### src/rtl/regfile_dump_engine_if.sv
// Bus bundle between the register-file dump engine and its environment:
// control, register-file read port A and the valid/ready output stream.
interface regfile_dump_engine_if #(
  parameter int DATA_WIDTH = 64,
  parameter int ADDR_WIDTH = 5
);
  logic                  start;
  logic                  abort;
  logic [ADDR_WIDTH-1:0] first_addr;
  logic [ADDR_WIDTH-1:0] last_addr;
  logic [ADDR_WIDTH-1:0] rdAddr;
  logic [DATA_WIDTH-1:0] rdData;
  logic [DATA_WIDTH-1:0] out_data;
  logic [ADDR_WIDTH-1:0] out_addr;
  logic                  out_valid;
  logic                  out_ready;
  logic                  busy;
  logic                  done;

  modport master (
    input  start, abort, first_addr, last_addr, rdData, out_ready,
    output rdAddr, out_data, out_addr, out_valid, busy, done
  );

  modport slave (
    output start, abort, first_addr, last_addr, rdData, out_ready,
    input  rdAddr, out_data, out_addr, out_valid, busy, done
  );
endinterface

### src/rtl/regfile_dump_engine.sv
// Walks a wrapping address range on register-file read port A and streams
// each value with its address over a valid/ready output, one word per cycle.
module regfile_dump_engine #(
  parameter int DATA_WIDTH = 64,
  parameter int ADDR_WIDTH = 5
) (
  input  logic                 clk,
  input  logic                 reset,
  regfile_dump_engine_if.master bus
);

  typedef enum logic [1:0] {S_IDLE, S_READ, S_DRAIN} state_t;

  localparam logic [ADDR_WIDTH-1:0] PTR_ONE = {{(ADDR_WIDTH-1){1'b0}}, 1'b1};
  localparam logic [ADDR_WIDTH:0]   CNT_ONE = {{ADDR_WIDTH{1'b0}}, 1'b1};

  state_t                r_state;
  state_t                w_next;
  logic [ADDR_WIDTH-1:0] r_ptr;
  logic [ADDR_WIDTH:0]   r_remaining;
  logic [DATA_WIDTH-1:0] r_out_data;
  logic [ADDR_WIDTH-1:0] r_out_addr;
  logic                  r_out_valid;
  logic                  r_done;
  logic                  w_load;
  logic                  w_capture;
  logic                  w_flush;
  logic                  w_finish;

  // Modulo-2^ADDR_WIDTH span plus one, so first == last+1 yields a full sweep.
  function automatic logic [ADDR_WIDTH:0] word_count(
    input logic [ADDR_WIDTH-1:0] first,
    input logic [ADDR_WIDTH-1:0] last
  );
    logic [ADDR_WIDTH-1:0] span;
    span = last - first;
    return {1'b0, span} + CNT_ONE;
  endfunction

  always_comb begin
    w_next    = r_state;
    w_load    = 1'b0;
    w_capture = 1'b0;
    w_flush   = 1'b0;
    w_finish  = 1'b0;
    unique case (r_state)
      S_IDLE: begin
        if (bus.start) begin
          w_load = 1'b1;
          w_next = S_READ;
        end
      end
      S_READ: begin
        // Abort wins over both capture and the accept of the held word.
        if (bus.abort) begin
          w_flush = 1'b1;
          w_next  = S_IDLE;
        end else if (!r_out_valid || bus.out_ready) begin
          w_capture = 1'b1;
          if (r_remaining == CNT_ONE) w_next = S_DRAIN;
        end
      end
      S_DRAIN: begin
        if (bus.abort) begin
          w_flush = 1'b1;
          w_next  = S_IDLE;
        end else if (r_out_valid && bus.out_ready) begin
          w_finish = 1'b1;
          w_next   = S_IDLE;
        end
      end
      default: w_next = S_IDLE;
    endcase
  end

  always_ff @(posedge clk or posedge reset) begin
    if (reset) begin
      r_state     <= S_IDLE;
      r_ptr       <= '0;
      r_remaining <= '0;
      r_out_data  <= '0;
      r_out_addr  <= '0;
      r_out_valid <= 1'b0;
      r_done      <= 1'b0;
    end else begin
      r_state <= w_next;
      r_done  <= w_finish;
      if (w_load) begin
        r_ptr       <= bus.first_addr;
        r_remaining <= word_count(bus.first_addr, bus.last_addr);
      end
      // rdData is sampled before any same-edge write lands, giving the old value.
      if (w_capture) begin
        r_out_data  <= bus.rdData;
        r_out_addr  <= r_ptr;
        r_out_valid <= 1'b1;
        r_ptr       <= r_ptr + PTR_ONE;
        r_remaining <= r_remaining - CNT_ONE;
      end
      if (w_flush || w_finish) r_out_valid <= 1'b0;
    end
  end

  assign bus.rdAddr    = r_ptr;
  assign bus.out_data  = r_out_data;
  assign bus.out_addr  = r_out_addr;
  assign bus.out_valid = r_out_valid;
  assign bus.busy      = (r_state != S_IDLE);
  assign bus.done      = r_done;

endmodule

### src/flat_wrapper.sv
// flat-port wrapper written by rule: the top's interface ports become plain ports
module regfile_dump_engine_flat 
#(
  parameter int DATA_WIDTH = 64,
  parameter int ADDR_WIDTH = 5
)
  (clk, reset, bus_start, bus_abort, bus_first_addr, bus_last_addr, bus_rdData, bus_out_ready, bus_rdAddr, bus_out_data, bus_out_addr, bus_out_valid, bus_busy, bus_done);
  regfile_dump_engine_if #(.DATA_WIDTH(DATA_WIDTH), .ADDR_WIDTH(ADDR_WIDTH)) bus_i ();
  input  logic clk;
  input  logic reset;
  input wire logic [$bits(bus_i.start)-1:0] bus_start;
  input wire logic [$bits(bus_i.abort)-1:0] bus_abort;
  input wire logic [$bits(bus_i.first_addr)-1:0] bus_first_addr;
  input wire logic [$bits(bus_i.last_addr)-1:0] bus_last_addr;
  input wire logic [$bits(bus_i.rdData)-1:0] bus_rdData;
  input wire logic [$bits(bus_i.out_ready)-1:0] bus_out_ready;
  output wire logic [$bits(bus_i.rdAddr)-1:0] bus_rdAddr;
  output wire logic [$bits(bus_i.out_data)-1:0] bus_out_data;
  output wire logic [$bits(bus_i.out_addr)-1:0] bus_out_addr;
  output wire logic [$bits(bus_i.out_valid)-1:0] bus_out_valid;
  output wire logic [$bits(bus_i.busy)-1:0] bus_busy;
  output wire logic [$bits(bus_i.done)-1:0] bus_done;
  assign bus_i.start = bus_start;
  assign bus_i.abort = bus_abort;
  assign bus_i.first_addr = bus_first_addr;
  assign bus_i.last_addr = bus_last_addr;
  assign bus_i.rdData = bus_rdData;
  assign bus_i.out_ready = bus_out_ready;
  assign bus_rdAddr = bus_i.rdAddr;
  assign bus_out_data = bus_i.out_data;
  assign bus_out_addr = bus_i.out_addr;
  assign bus_out_valid = bus_i.out_valid;
  assign bus_busy = bus_i.busy;
  assign bus_done = bus_i.done;
  regfile_dump_engine #(.DATA_WIDTH(DATA_WIDTH), .ADDR_WIDTH(ADDR_WIDTH)) u_core (.clk(clk), .reset(reset), .bus(bus_i));
endmodule
### config.mk
export PLATFORM = sky130hd
export DESIGN_NAME = regfile_dump_engine_flat
export DESIGN_NICKNAME = d
export VERILOG_FILES = /design/src/rtl/regfile_dump_engine_if.sv /design/src/rtl/regfile_dump_engine.sv /design/src/flat_wrapper.sv
export SDC_FILE = /design/constraint.sdc
export NUM_CORES = 1
export LEC_CHECK = 0
export ABC_AREA = 0
export CAP_MARGIN = 20
export CORE_MARGIN = 2
export CORE_UTILIZATION = 31
export DETAILED_ROUTE_END_ITERATION = 8
export PLACE_DENSITY = 0.62
export SKIP_CTS_REPAIR_TIMING = 1
export SYNTH_ARGS = -nofsm -noshare
export SYNTH_HDL_FRONTEND = slang
export SYNTH_SLANG_ARGS = --single-unit
### constraint.sdc
create_clock -name clk -period 3.9 [get_ports clk]
set_input_delay 0.78 -clock clk [delete_from_list [all_inputs] [get_ports clk]]
set_output_delay 0.78 -clock clk [all_outputs]
set_load 0.01 [all_outputs]
==> reports/results.tsv <==
stage	metric	value	unit
die	die height	113.4	um
sta	Slew @ Worst Pin	0.8789	ns
run_status	outcome	finished clean	
die	Die W	113.4	um
global_route	Congestion Overflow GR	0	
sta	setup tns final	0	ns
synth	top post-synthesis cells by area	dfrtp_1 (57%), nand2_1 (22%), ha_1 (3.7%), a21oi_1 (1.8%), inv_1 (1.5%)	
routing	DRT iter0 DRCs	166	
critical_path	Worst setup EP type	flop	
critical_path	CP Launch Type	input port	
sta	Setup Skew	0.007526	ns
power	Max IR drop VDD	461.7	uV
critical_path	RR Startpoint	u_core.r_state[1]	
routing	drt pass-1 iters	4	
clocking	Clock Sinks	84	
critical_path	crit path kind	in -> reg	
power	Pleak	2.714	nW
die	Ports	156	
global_route	global-route wire length before repair	16190	um
routing	Routed WL	10020	um
die	Initial Utilization	32.09	%
sta	unrepaired setup endpoints after global routing	no	
critical_path	Worst EP arrival	2.95	ns
sta	final setup vio count	0	
critical_path	flop-to-flop setup slack	1.47	ns
critical_path	CP Data Required Time	4.12	ns
synth	Yosys cell types	36	
finish	ANT cells	0	
routing	DRC viols	0	
global_route	vias in the first global route	3268	
routing	DR WL/cell	14.04	um
synth	Synth top area share	56.64	%
routing	post-route ant nets	0	
sta	Tmin final	2.732	ns
flow_run	MaxCap Viol Count	0	
sta	Slew HR	41.41	%
place	Post-DP HPWL	7260	um
synth	post-synthesis sequential area ratio	56.64	%
synth	#FFs+latches synth	84	
finish	share of layout cells above drive strength 1	4.203	%
sta	fin worst setup slack	1.168	ns
clocking	CTS tree	built	
finish	Layout area overhead	53.20	%
place	worst slack, placed	0.8632	ns
routing	vias post-DR	3280	
routing	vias per inst	4.594	
synth	Ys Warns	0	
finish	NumNets Final	658	
place	IO Port Bufs	155	
synth	Post-Syn Area	3711	um2
finish	design area	5685	um2
synth	Post-Synthesis Cells	415	
power	Power Density	753.7	nW/um2
global_route	gr usage total	15.85	%
critical_path	r2r endpoint	u_core.r_remaining[2]	
sta	final hold vios	0	
sta	period utilisation layout	70.06	%
clocking	Clock H-tree levels	3	
die	Die Area	12860	um2
clocking	Worst-Skew Late Latency	0.33	ns
critical_path	worst-path fanout max	4	
place	Area after DPL	5394	um2
clocking	CTS Buffer Depth	2	
die	FP Rows	39	
clocking	clock-pin slew of the registers on the worst-case setup and hold paths	0.06	ns
worst_hold_path	Hold Path Class	reg -> reg	
place	Placer Congestion	0.8033	
sta	final slew viol count	0	
worst_hold_path	Hold Startpoint	u_core.bus.out_data[31]	
worst_hold_path	hold depth	2	
global_route	initial antenna violation count	0	
clocking	Inserted Clock Buffers	9	
global_route	pin count of the biggest net entering global routing	84	
synth	Syn Area/Cell	8.942	um2
die	Core Box Area	11560	um2
synth	Yosys top cell by area	dfrtp_1	
clocking	CTS root buf	clkbuf_16	
worst_hold_path	end of the worst hold path	u_core.bus.out_data[31]	
sta	maximum clock rate	366.0	MHz
critical_path	r2r worst-path depth	7	
power	total chip power	4.285	mW
synth	Mapped Nets	506	
-- cell usage in the layout (no fill, tap or decap), types with 2 or more instances in the layout --
cell / n
clkdlybuf4s50_1: 155
nand3_1: 4
a221o_1: 2
dfrtp_1: 84
o21ai_0: 9
a21oi_1: 13
a311oi_1: 3
clkbuf_16: 9
clkinv_2: 4
inv_1: 14
mux2i_1: 2
o32ai_1: 2
nand2_1: 213
nor3b_1: 4
buf_4: 2
nand3b_1: 2
ha_1: 11
and3_1: 2
nand2b_1: 3
xor2_1: 4
xnor2_1: 4
nor2_1: 6
-- cell type report --
class	count	area [um2]
fillers	1105	5879
flip-flops and latches	84	2102
repair buffers	158	1587
multi-input cells	299	1469
clock buffers	10	239.0
well taps	143	178.9
inverters	15	57.56
clock inverters	5	52.55
-- cells by family (layout without fill, tap and decap cells) --
family	Yosys count	in the layout	synth area share, %
xor+xnor	8	8	1.888
compound gates	37	37	6.609
simple gates	240	240	26.13
fa+ha+maj	12	12	4.248
buf+inv	32	188	3.944
mux	2	2	0.5395
flops	84	84	56.64
-- through the flow --
stage	std cells	hold slack, ns	util (%)
finish	714	0.4686	49.16
global route	714	0.4960	49.16
CTS	714	0.4765	49.16
detailed placement	699	0.4609	46.64
global placement	699	0.4573	46.64
floorplan	415	0.4540	-
-- critical path, stage by stage --
cell and delay [ns]:
clkdlybuf4s50_1 0.51, ha_1 0.20, inv_1 0.06, fa_1 0.39
xor2_1 0.31, and3_1 0.27, xnor2_1 0.10, a221oi_1 0.33
-- registers in the layout, summed over array words and instances, names as in the netlist --
register and flops:
u_core.bus.out_addr 5, u_core.bus.out_data 64, u_core.bus.rdAddr 5, u_core.bus.done 1
u_core.bus.out_valid 1, u_core.r_remaining 6, u_core.r_state 2
-- worst max-delay path by stage --
stage                      startpoint               endpoint  slack (ns)
finish              bus_first_addr[0]  u_core.r_remaining[3]        1.17
global route        bus_first_addr[0]  u_core.r_remaining[3]        1.05
CTS                 bus_first_addr[0]  u_core.r_remaining[3]        1.21
detailed placement      bus_out_ready  u_core.r_remaining[2]        0.86
global placement        bus_out_ready  u_core.r_remaining[2]        0.92
floorplan                       reset        u_core.bus.done        0.95
-- synthesized netlist by cell type --
| master | count |
|---|---|
| mux2i_1 | 2 |
| o41ai_1 | 1 |
| o41ai_2 | 1 |
| a31oi_1 | 1 |
| a21o_1 | 1 |
| a221oi_1 | 1 |
| o21bai_1 | 1 |
| o21ai_0 | 9 |
| dfrtp_1 | 84 |
| o21ai_2 | 1 |
| clkbuf_1 | 6 |
| buf_2 | 9 |
| a311oi_1 | 3 |
| fa_1 | 1 |
| a221o_1 | 2 |
| and3_1 | 2 |
| nor3b_1 | 4 |
| a211oi_1 | 1 |
| o32ai_1 | 2 |
| ha_1 | 11 |
| xor2_1 | 4 |
| buf_6 | 2 |
| inv_1 | 15 |
| nor3_2 | 1 |
| xnor2_1 | 4 |
| nand2_1 | 213 |
| nand2b_1 | 3 |
| a21oi_1 | 13 |
| nor3_1 | 1 |
| nand3_1 | 4 |
| or3b_1 | 1 |
| or3_4 | 1 |
| and2b_4 | 1 |
| and2_1 | 1 |
| nor2_1 | 6 |
| nand3b_1 | 2 |
-- layer usage --
metal / routed length (um) / GRT usage, % / up-vias
met1: 4645 / 21.27 / 1549
met2: 4727 / 25.67 / 99
li1: - / - / 1621
met5: 0 / 0 / -
met3: 504 / 3.029 / 11
met4: 144 / 5.854 / 0
-- power by group --
| part | switching [mW] | leakage [nW] | internal (mW) |
|---|---|---|---|
| Combinational | 0.913 | 1.53 | 0.999 |
| Clock | 0.331 | 0.144 | 0.506 |
| Sequential | 0.256 | 1.04 | 1.28 |
Note: power is estimated with default switching activity, not from simulation.
